File: config.mk
export PLATFORM = sky130hd
export DESIGN_NAME = vs_sync_ram_arbiter
export DESIGN_NICKNAME = d
export VERILOG_FILES = /design/src/rtl/vs_mem_pkg.sv /design/src/rtl/vs_round_robin_arbiter.sv /design/src/rtl/vs_sync_ram_arbiter.sv
export SDC_FILE = /design/constraint.sdc
export NUM_CORES = 1
export LEC_CHECK = 0
export CAP_MARGIN = 40
export CORE_MARGIN = 10
export CORE_UTILIZATION = 26
export CTS_BUF_LIST = sky130_fd_sc_hd__clkbuf_16
export CTS_CLUSTER_DIAMETER = 100
export DETAILED_ROUTE_END_ITERATION = 16
export PLACE_DENSITY = 0.79
export SLEW_MARGIN = 20
export SYNTH_ARGS = -nofsm -noshare
export SYNTH_HDL_FRONTEND = slang
export SYNTH_SLANG_ARGS = --single-unit
File: constraint.sdc
create_clock -name clock -period 2.7 [get_ports clock]
set_input_delay 0.405 -clock clock [delete_from_list [all_inputs] [get_ports clock]]
set_output_delay 0.405 -clock clock [all_outputs]
set_load 0.01 [all_outputs]
File: src/rtl/vs_mem_pkg.sv
// vs_mem_pkg: shared types and helpers for the arbitrated synchronous RAM slice
package vs_mem_pkg;
  localparam int VS_NUM_PORTS = 4;
  typedef logic [$clog2(VS_NUM_PORTS)-1:0] vs_port_idx_t;
  typedef enum logic {VS_MEM_READ, VS_MEM_WRITE} vs_mem_op_e;
  function automatic int vs_next_index(input int idx, input int n);
    return (idx + 1 >= n) ? 0 : idx + 1;
  endfunction
endpackage

File: src/rtl/vs_round_robin_arbiter.sv
// vs_round_robin_arbiter: circular-priority one-hot grant with a rotating pointer
module vs_round_robin_arbiter
  import vs_mem_pkg::*;
#(
  parameter int N = 4,
  localparam int IW = $clog2(N)
) (
  input  logic          clock,
  input  logic          reset_n,
  input  logic [N-1:0]  req,
  input  logic          accept,
  output logic [N-1:0]  grant,
  output logic [IW-1:0] index
);
  logic [IW-1:0] ptr;
  logic [IW-1:0] j;
  // Scan from farthest to nearest so the nearest requester wins the last write
  always_comb begin
    grant = '0;
    index = '0;
    j = '0;
    for (int k = N - 1; k >= 0; k--) begin
      j = IW'((int'(ptr) + k) % N);
      if (reset_n && req[j]) begin
        grant = '0;
        grant[j] = 1'b1;
        index = j;
      end
    end
  end
  always_ff @(posedge clock)
    if (!reset_n) ptr <= '0;
    else if (accept) ptr <= IW'(vs_next_index(int'(index), N));
endmodule

File: src/rtl/vs_sync_ram_arbiter.sv
// vs_sync_ram_arbiter: round-robin sharing of one sync RAM with per-port read responses
module vs_sync_ram_arbiter
  import vs_mem_pkg::*;
#(
  parameter int NUM_PORTS  = 4,
  parameter int DATA_WIDTH = 8,
  parameter int ADDR_WIDTH = 16,
  localparam int IW = $clog2(NUM_PORTS)
) (
  input  logic                            clock,
  input  logic                            reset_n,
  input  logic [NUM_PORTS-1:0]            req_valid,
  input  logic [NUM_PORTS-1:0]            req_write,
  input  logic [NUM_PORTS*ADDR_WIDTH-1:0] req_addr,
  input  logic [NUM_PORTS*DATA_WIDTH-1:0] req_wdata,
  output logic [NUM_PORTS-1:0]            req_ready,
  output logic [NUM_PORTS-1:0]            rsp_valid,
  output logic [DATA_WIDTH-1:0]           rsp_data,
  output logic                            ram_write_enable,
  output logic [ADDR_WIDTH-1:0]           ram_write_addr,
  output logic [ADDR_WIDTH-1:0]           ram_read_addr,
  output logic [DATA_WIDTH-1:0]           ram_in_data,
  input  logic [DATA_WIDTH-1:0]           ram_out_data
);
  logic [IW-1:0] grant_idx;
  logic [IW-1:0] rsp_idx;
  logic          accept;
  logic          rsp_pend;
  vs_mem_op_e    op;
  vs_round_robin_arbiter #(.N(NUM_PORTS)) u_arb (
    .clock   (clock),
    .reset_n (reset_n),
    .req     (req_valid),
    .accept  (accept),
    .grant   (req_ready),
    .index   (grant_idx)
  );
  // Idle cycles leave grant_idx at 0, so the RAM sees port-0 fields
  assign accept           = |(req_valid & req_ready);
  assign op               = req_write[grant_idx] ? VS_MEM_WRITE : VS_MEM_READ;
  assign ram_write_addr   = req_addr[int'(grant_idx)*ADDR_WIDTH +: ADDR_WIDTH];
  assign ram_read_addr    = ram_write_addr;
  assign ram_in_data      = req_wdata[int'(grant_idx)*DATA_WIDTH +: DATA_WIDTH];
  assign ram_write_enable = accept && op == VS_MEM_WRITE;
  assign rsp_data         = ram_out_data;
  always_ff @(posedge clock)
    if (!reset_n) begin
      rsp_pend <= 1'b0;
      rsp_idx  <= '0;
    end else begin
      rsp_pend <= accept && op == VS_MEM_READ;
      if (accept) rsp_idx <= grant_idx;
    end
  always_comb begin
    rsp_valid = '0;
    rsp_valid[rsp_idx] = rsp_pend && reset_n;
  end
endmodule

== Word level (Yosys, flattened, before mapping) ==
Index checks and enable logic that the tools add are counted.

* Input port bits: 114
* Output and inout port bits: 57
* Register bits after elaboration: 5
* Word-level logic and storage cells: 67

* Bitwise gates (word level): 3
* Add/sub/neg operators: 4
* Shifts and indexed selects: 2
* Reductions and logical operators: 13
* Multiplexer cells: 30
* $lt $le $gt $ge: 12

{| class="wikitable"
|+ Operator list
! operator !! number
|-
| 64-bit by 7-bit variable part select with 16-bit output || 1
|-
| 32-bit by 6-bit variable part select with 8-bit output || 1
|-
| 2-bit by 3-bit < comparator with 1-bit output (second input constant) || 6
|-
| 4-bit 2-to-1 mux || 4
|-
| 1-bit logical AND || 12
|-
| 1-bit 2-to-1 mux || 11
|-
| 1-bit binary-select mux with 2-bit select || 5
|-
| 1-bit demux with 2-bit select || 5
|-
| 2-bit by 1-bit >= comparator with 1-bit output (second input constant) || 5
|-
| 2-bit 2-to-1 mux || 5
|-
| 4-bit AND || 2
|-
| 2-bit adder (second input constant) || 2
|-
| 4-bit OR reduction || 1
|-
| 2-bit by 1-bit adder with 3-bit output (second input constant) || 1
|-
| 3-bit >= comparator (second input constant) || 1
|-
| 2-bit by 1-bit adder with 2-bit output (second input constant) || 1
|-
| 1-bit NOT || 1
|}

== Depth between registers and ports, before layout ==
* Word-level depth: 13
* Gate-level depth with buffers: 12
* Depth with buffers taken out: 9

== Cells and area by module ==
Synthesis repeated with hierarchy kept, for this count alone.

* Cells, all modules: 148
* Area total of the unflattened synthesis: 1596.5 µm²

{| class="wikitable"
|+ Modules (own cells, without submodules)
! module !! area each (µm²) !! instances !! cells an instance !! sequential area each (µm²)
|-
| vs_sync_ram_arbiter || 974.7 || 1 || 76 || 60.1
|-
| vs_round_robin_arbiter || 621.8 || 1 || 72 || 40.0
|}

== Least setup slack after synthesis ==
OpenSTA, ideal clock, no wires.

* Path type: register to output
* From: register u_arb.ptr[0]
* To: output port ram_write_addr[10]
* Cell stages (with the launch flop): 11
* Arrival time: 2.456 ns
* Setup slack: -0.161 ns
* Path buffers: 4
* Path through: dfxtp_1 -> buf_6 -> inv_1 -> ha_1 -> nand2b_4 -> or2_0 -> o221a_1 -> buf_6 -> buf_12 -> mux4_2 -> buf_4

* Word-level cells in the longest chain between the ends: 9
* Elaborated cells on any way between the ends: 20
* Classes of those cells: 3 x add/sub; 1 x shift; 12 x mux; 4 x reduce/logical

{| class="wikitable"
|+ RTL lines
! element !! line !! RTL
|-
| from (decl) || vs_round_robin_arbiter.sv:15 || <nowiki>logic [IW-1:0] ptr;</nowiki>
|-
| from (signal assigned) || vs_round_robin_arbiter.sv:33 || <nowiki>else if (accept) ptr <= IW'(vs_next_index(int'(index), N));</nowiki>
|-
| 2-bit adder || vs_round_robin_arbiter.sv:23 || <nowiki>j = IW'((int'(ptr) + k) % N);</nowiki>
|-
| 1-bit binary-select mux with 2-bit select || vs_round_robin_arbiter.sv:24 || <nowiki>if (reset_n && req[j]) begin</nowiki>
|-
| 1-bit 2-to-1 mux (not written as such) || vs_round_robin_arbiter.sv:24 ||
|-
| 1-bit logical AND || vs_round_robin_arbiter.sv:24 ||
|-
| 2-bit 2-to-1 mux (3 in series) || vs_round_robin_arbiter.sv:24 ||
|-
| 2-bit 2-to-1 mux * || vs_round_robin_arbiter.sv:24 ||
|-
| 64-bit by 7-bit variable part select with 16-bit output * || vs_sync_ram_arbiter.sv:41 || <nowiki>assign ram_write_addr = req_addr[int'(grant_idx)*ADDR_WIDTH +: ADDR_WIDTH];</nowiki>
|-
| to (decl) || vs_sync_ram_arbiter.sv:20 || <nowiki>output logic [ADDR_WIDTH-1:0] ram_write_addr,</nowiki>
|}

Every way passes the cells marked *; elsewhere a longest branch is shown, timed or not. The select of a mux whose other input is x is not followed.

== Worst setup path after layout ==
* From: register u_arb.ptr[0]
* To: output port ram_write_addr[11]

Same word-level chain as after synthesis.

==> results.py <==
metrics = {
    "synthesis": {
        "synth_top_flop_cell": "sky130_fd_sc_hd__dfxtp_1",
        "yosys.cell_count.top_type": "sky130_fd_sc_hd__buf_4",
        "netlist_area_sq_um": 1600,
        "synth_edf_count": 0,
        "synth_top_cells_by_area": "sky130_fd_sc_hd__mux4_2, sky130_fd_sc_hd__buf_4, sky130_fd_sc_hd__dfxtp_1, sky130_fd_sc_hd__mux2i_1, sky130_fd_sc_hd__ha_1",
        "postSynthRegisterBits": 5,
        "area_share_of_the_leading_cell_type_in_the_synthesized_netlist": 0.310,
        "synthTopCellsByCount": "sky130_fd_sc_hd__buf_4, sky130_fd_sc_hd__mux4_2, sky130_fd_sc_hd__inv_1, sky130_fd_sc_hd__mux2i_1, sky130_fd_sc_hd__nand2_1",
        "postSynth.asyncResetShare": 0,
        "postSynthCellCount": 147,
        "synth.avg_cell_area_sq_um": 10.9,
        "yosysTopAreaCell": "sky130_fd_sc_hd__mux4_2",
        "synthesis.nets": 266,
        "yosysUniqueCellTypes": 42,
        "synth_seq_area_share": 0.0626,
        "yosysWarningCount": 0,
    },
    "route": {
        "route.antenna.remaining_nets": 0,
        "dr.first_iter.drc_count": 39,
        "detail_route.first_pass.iterations": 4,
        "drc_errors": 0,
        "route.detailed.wl_per_inst_microns": 20.9,
        "drt-total-wl_microns": 8260,
        "via_per_inst": 4.95,
        "via_count": 1962,
    },
    "critical_path": {
        "crit_required_ns": 2.30,
        "worst-setup-path-type": "reg2out",
        "timing.reg2reg.setup_slack_ns": 0.13,
        "crit_path_end_kind": "primary output",
        "worst_r2r_endpoint": "rsp_idx[0]",
        "worstPathArrival_ns": 2.46,
        "crit_fanout": 5,
        "worstReg2RegStart": "u_arb.ptr[0]",
        "critPathLaunchType": "flop",
        "worstRegToRegCells": 11,
        "worstSetupStartpoint": "u_arb.ptr[0]",
    },
    "global_route": {
        "global_route.usage.total": 0.160,
        "grt_start_max_net_pins": 12,
        "grt_pass1_wl_microns": 12600,
        "total_congestion_overflow_after_global_routing": 0,
        "antenna_found_initial": 0,
        "via_count_of_the_first_global_routing_pass": 2143,
    },
    "hold_path": {
        "min_delay_path_depth": 2,
        "hp-start": "rsp_idx[1]",
        "hold-path-endpoint": "rsp_idx[1]",
        "min-delay-path-class": "reg2reg",
    },
    "die": {
        "initial_utilization": 0.268,
        "placeableCoreArea_sq_um": 5960,
        "fp.dieArea_sq_um": 9690,
        "row_count": 28,
        "die_h_microns": 98.4,
        "boundaryPins": 171,
        "horizontal_die_dimension_microns": 98.4,
    },
    "placed_design": {
        "post-dp-hpwl_microns": 6860,
        "place.gp.congestion": 0.852,
        "dp.cells": 377,
        "io_buffers": 154,
    },
    "power_and_ir_drop": {
        "pwr_density_nw_per_um2": 834,
        "worst_ir_drop_vdd_uv": 425,
        "total_leakage_power_nw": 1.49,
    },
    "sta": {
        "achievable-frequency_ghz": 0.349,
        "worstMarginPinSlew_ns": 0.419,
        "timing.final.crit_period_ns": 2.86,
        "post-route-worst-setup-slack_ns": -0.165,
        "final-max-slew-violation-count": 0,
        "setup_viol_count_final": 41,
        "skew_final_ns": 0.000919,
        "post-route-period-util": 1.06,
        "setup_total_negative_slack_ns": -3.89,
        "maxSlewHeadroom": 0.721,
        "final_hold_violation_count": 0,
        "rsz0062_at_grt": "true",
    },
    "layout": {
        "seqCellArea_sq_um": 105,
        "post_synthesis_to_final_layout_area_growth_pct": 126,
        "antenna-diode-count": 0,
        "fillers": 504,
        "instances_no_fill": 396,
        "drive_gt1_frac": 0.449,
        "multiInputGateArea_sq_um": 1300,
        "finish.net_count": 441,
    },
    "cts": {
        "htreeDepth": 1,
        "clock_insertion_delay_worst_skew_ns": 0.22,
        "cts_buffers": 3,
        "cts.sink_count": 5,
        "clkSlewWorstSetupHoldPaths_ns": 0.03,
        "cts-root-to-sink-buffers": 2,
        "cts-hold-fix-buffers": 0,
        "cts_tree": "done",
        "clock_tree.root_cell": "sky130_fd_sc_hd__clkbuf_16",
    },
    "run_status": {
        "status": "finished with violations",
        "failed_checks": "setup timing",
    },
    "flow_run": {
        "drv.max_cap_violation_count": 0,
    },
}
-- metrics by stage --
step,power [W],worst slack [ns],cell area [sq um],util,hold slack (ns)
floorplan,0.00151,0.00194,1650,-,0.465
global placement,0.00242,-0.620,3250,0.546,0.481
detailed placement,0.00245,-0.710,3250,0.546,0.498
CTS,0.00291,-0.145,3520,0.592,0.499
global route,0.00319,-0.223,3610,0.607,0.532
finish,0.00302,-0.165,3610,0.607,0.500
-- worst max-delay path by stage --
stage / endpoint / slack (ns)
final: ram_write_addr[11] / -0.16
after global routing: ram_write_addr[11] / -0.22
after CTS: ram_read_addr[0] / -0.15
after detailed placement: ram_write_enable / -0.71
after global placement: ram_write_enable / -0.62
after floorplan: ram_write_addr[10] / 0.002
-- cell type report --
cell class / count / share of cell area
Sequential cell: 5 / 0.0291
Clock buffer: 3 / 0.0208
Timing Repair Buffer: 202 / 0.553
Inverter: 10 / 0.0111
Tap cell: 75 / 0.0260
Multi-Input combinational cell: 100 / 0.359
Clock inverter: 1 / 0.00104
-- report_power, final --
part | switching (W) | leakage (nW) | internal, W
clock | 0.0000440 | 0.0423 | 0.000191
combinational | 0.00109 | 1.40 | 0.00155
sequential | 0.0000272 | 0.0424 | 0.000107
-- routing by layer --
metal / wire [microns] / GRT usage / vias up
met2: 4570 / 0.316 / 109
met4: 55 / 0.0187 / 0
met5: 0 / 0 / -
met1: 3020 / 0.168 / 937
met3: 618 / 0.0398 / 9
li1: - / - / 907
-- repair_timing --
action / CTS / global route
setup endpoints to repair: 46 / 46
gates cloned: 3 / 0
pin swaps: 2 / 6
setup buffers: 13 / 2
gates resized for setup: 235 / 21
-- registers in the layout, summed over array words and instances, names as in the netlist --
name	flops
rsp_idx	2
rsp_pend	1
u_arb.ptr	2
-- cell families (layout without fill, tap and decap cells) --
kind of cell / after synthesis / in the layout / share of synthesized area
buf+inv: 43 / 216 / 0.206
fa+ha+maj: 5 / 5 / 0.0391
mux: 38 / 38 / 0.448
flops: 5 / 5 / 0.0626
compound gates: 27 / 28 / 0.142
simple gates: 29 / 29 / 0.102
-- cell usage in the layout (no fill, tap or decap), drive strengths merged, types with 2 or more instances in the layout --
cell,instances
nand3b,3
clkdlybuf4s50,104
o221a,2
buf,89
dfxtp,5
dlygate4sd2,8
o22ai,4
mux2i,13
nand2b,2
clkbuf,4
a211o,4
o32ai,3
and3,4
nor2,5
ha,5
o211ai,3
mux4,24
nand2,7
o22a,2
inv,11
o21a,4
nor3,2
-- worst max-delay path, stage by stage (launching register included) --
cell	delay, ns
sky130_fd_sc_hd__dfxtp_4	0.37
sky130_fd_sc_hd__inv_4	0.04
sky130_fd_sc_hd__ha_4	0.25
sky130_fd_sc_hd__nand2b_4	0.15
sky130_fd_sc_hd__buf_6	0.13
sky130_fd_sc_hd__o22ai_4	0.20
sky130_fd_sc_hd__o21ai_2	0.09
sky130_fd_sc_hd__a22o_4	0.29
sky130_fd_sc_hd__buf_6	0.14
sky130_fd_sc_hd__buf_6	0.11
sky130_fd_sc_hd__mux4_2	0.32
sky130_fd_sc_hd__buf_6	0.15
No activity file was read; power rests on OpenSTA's default activity.
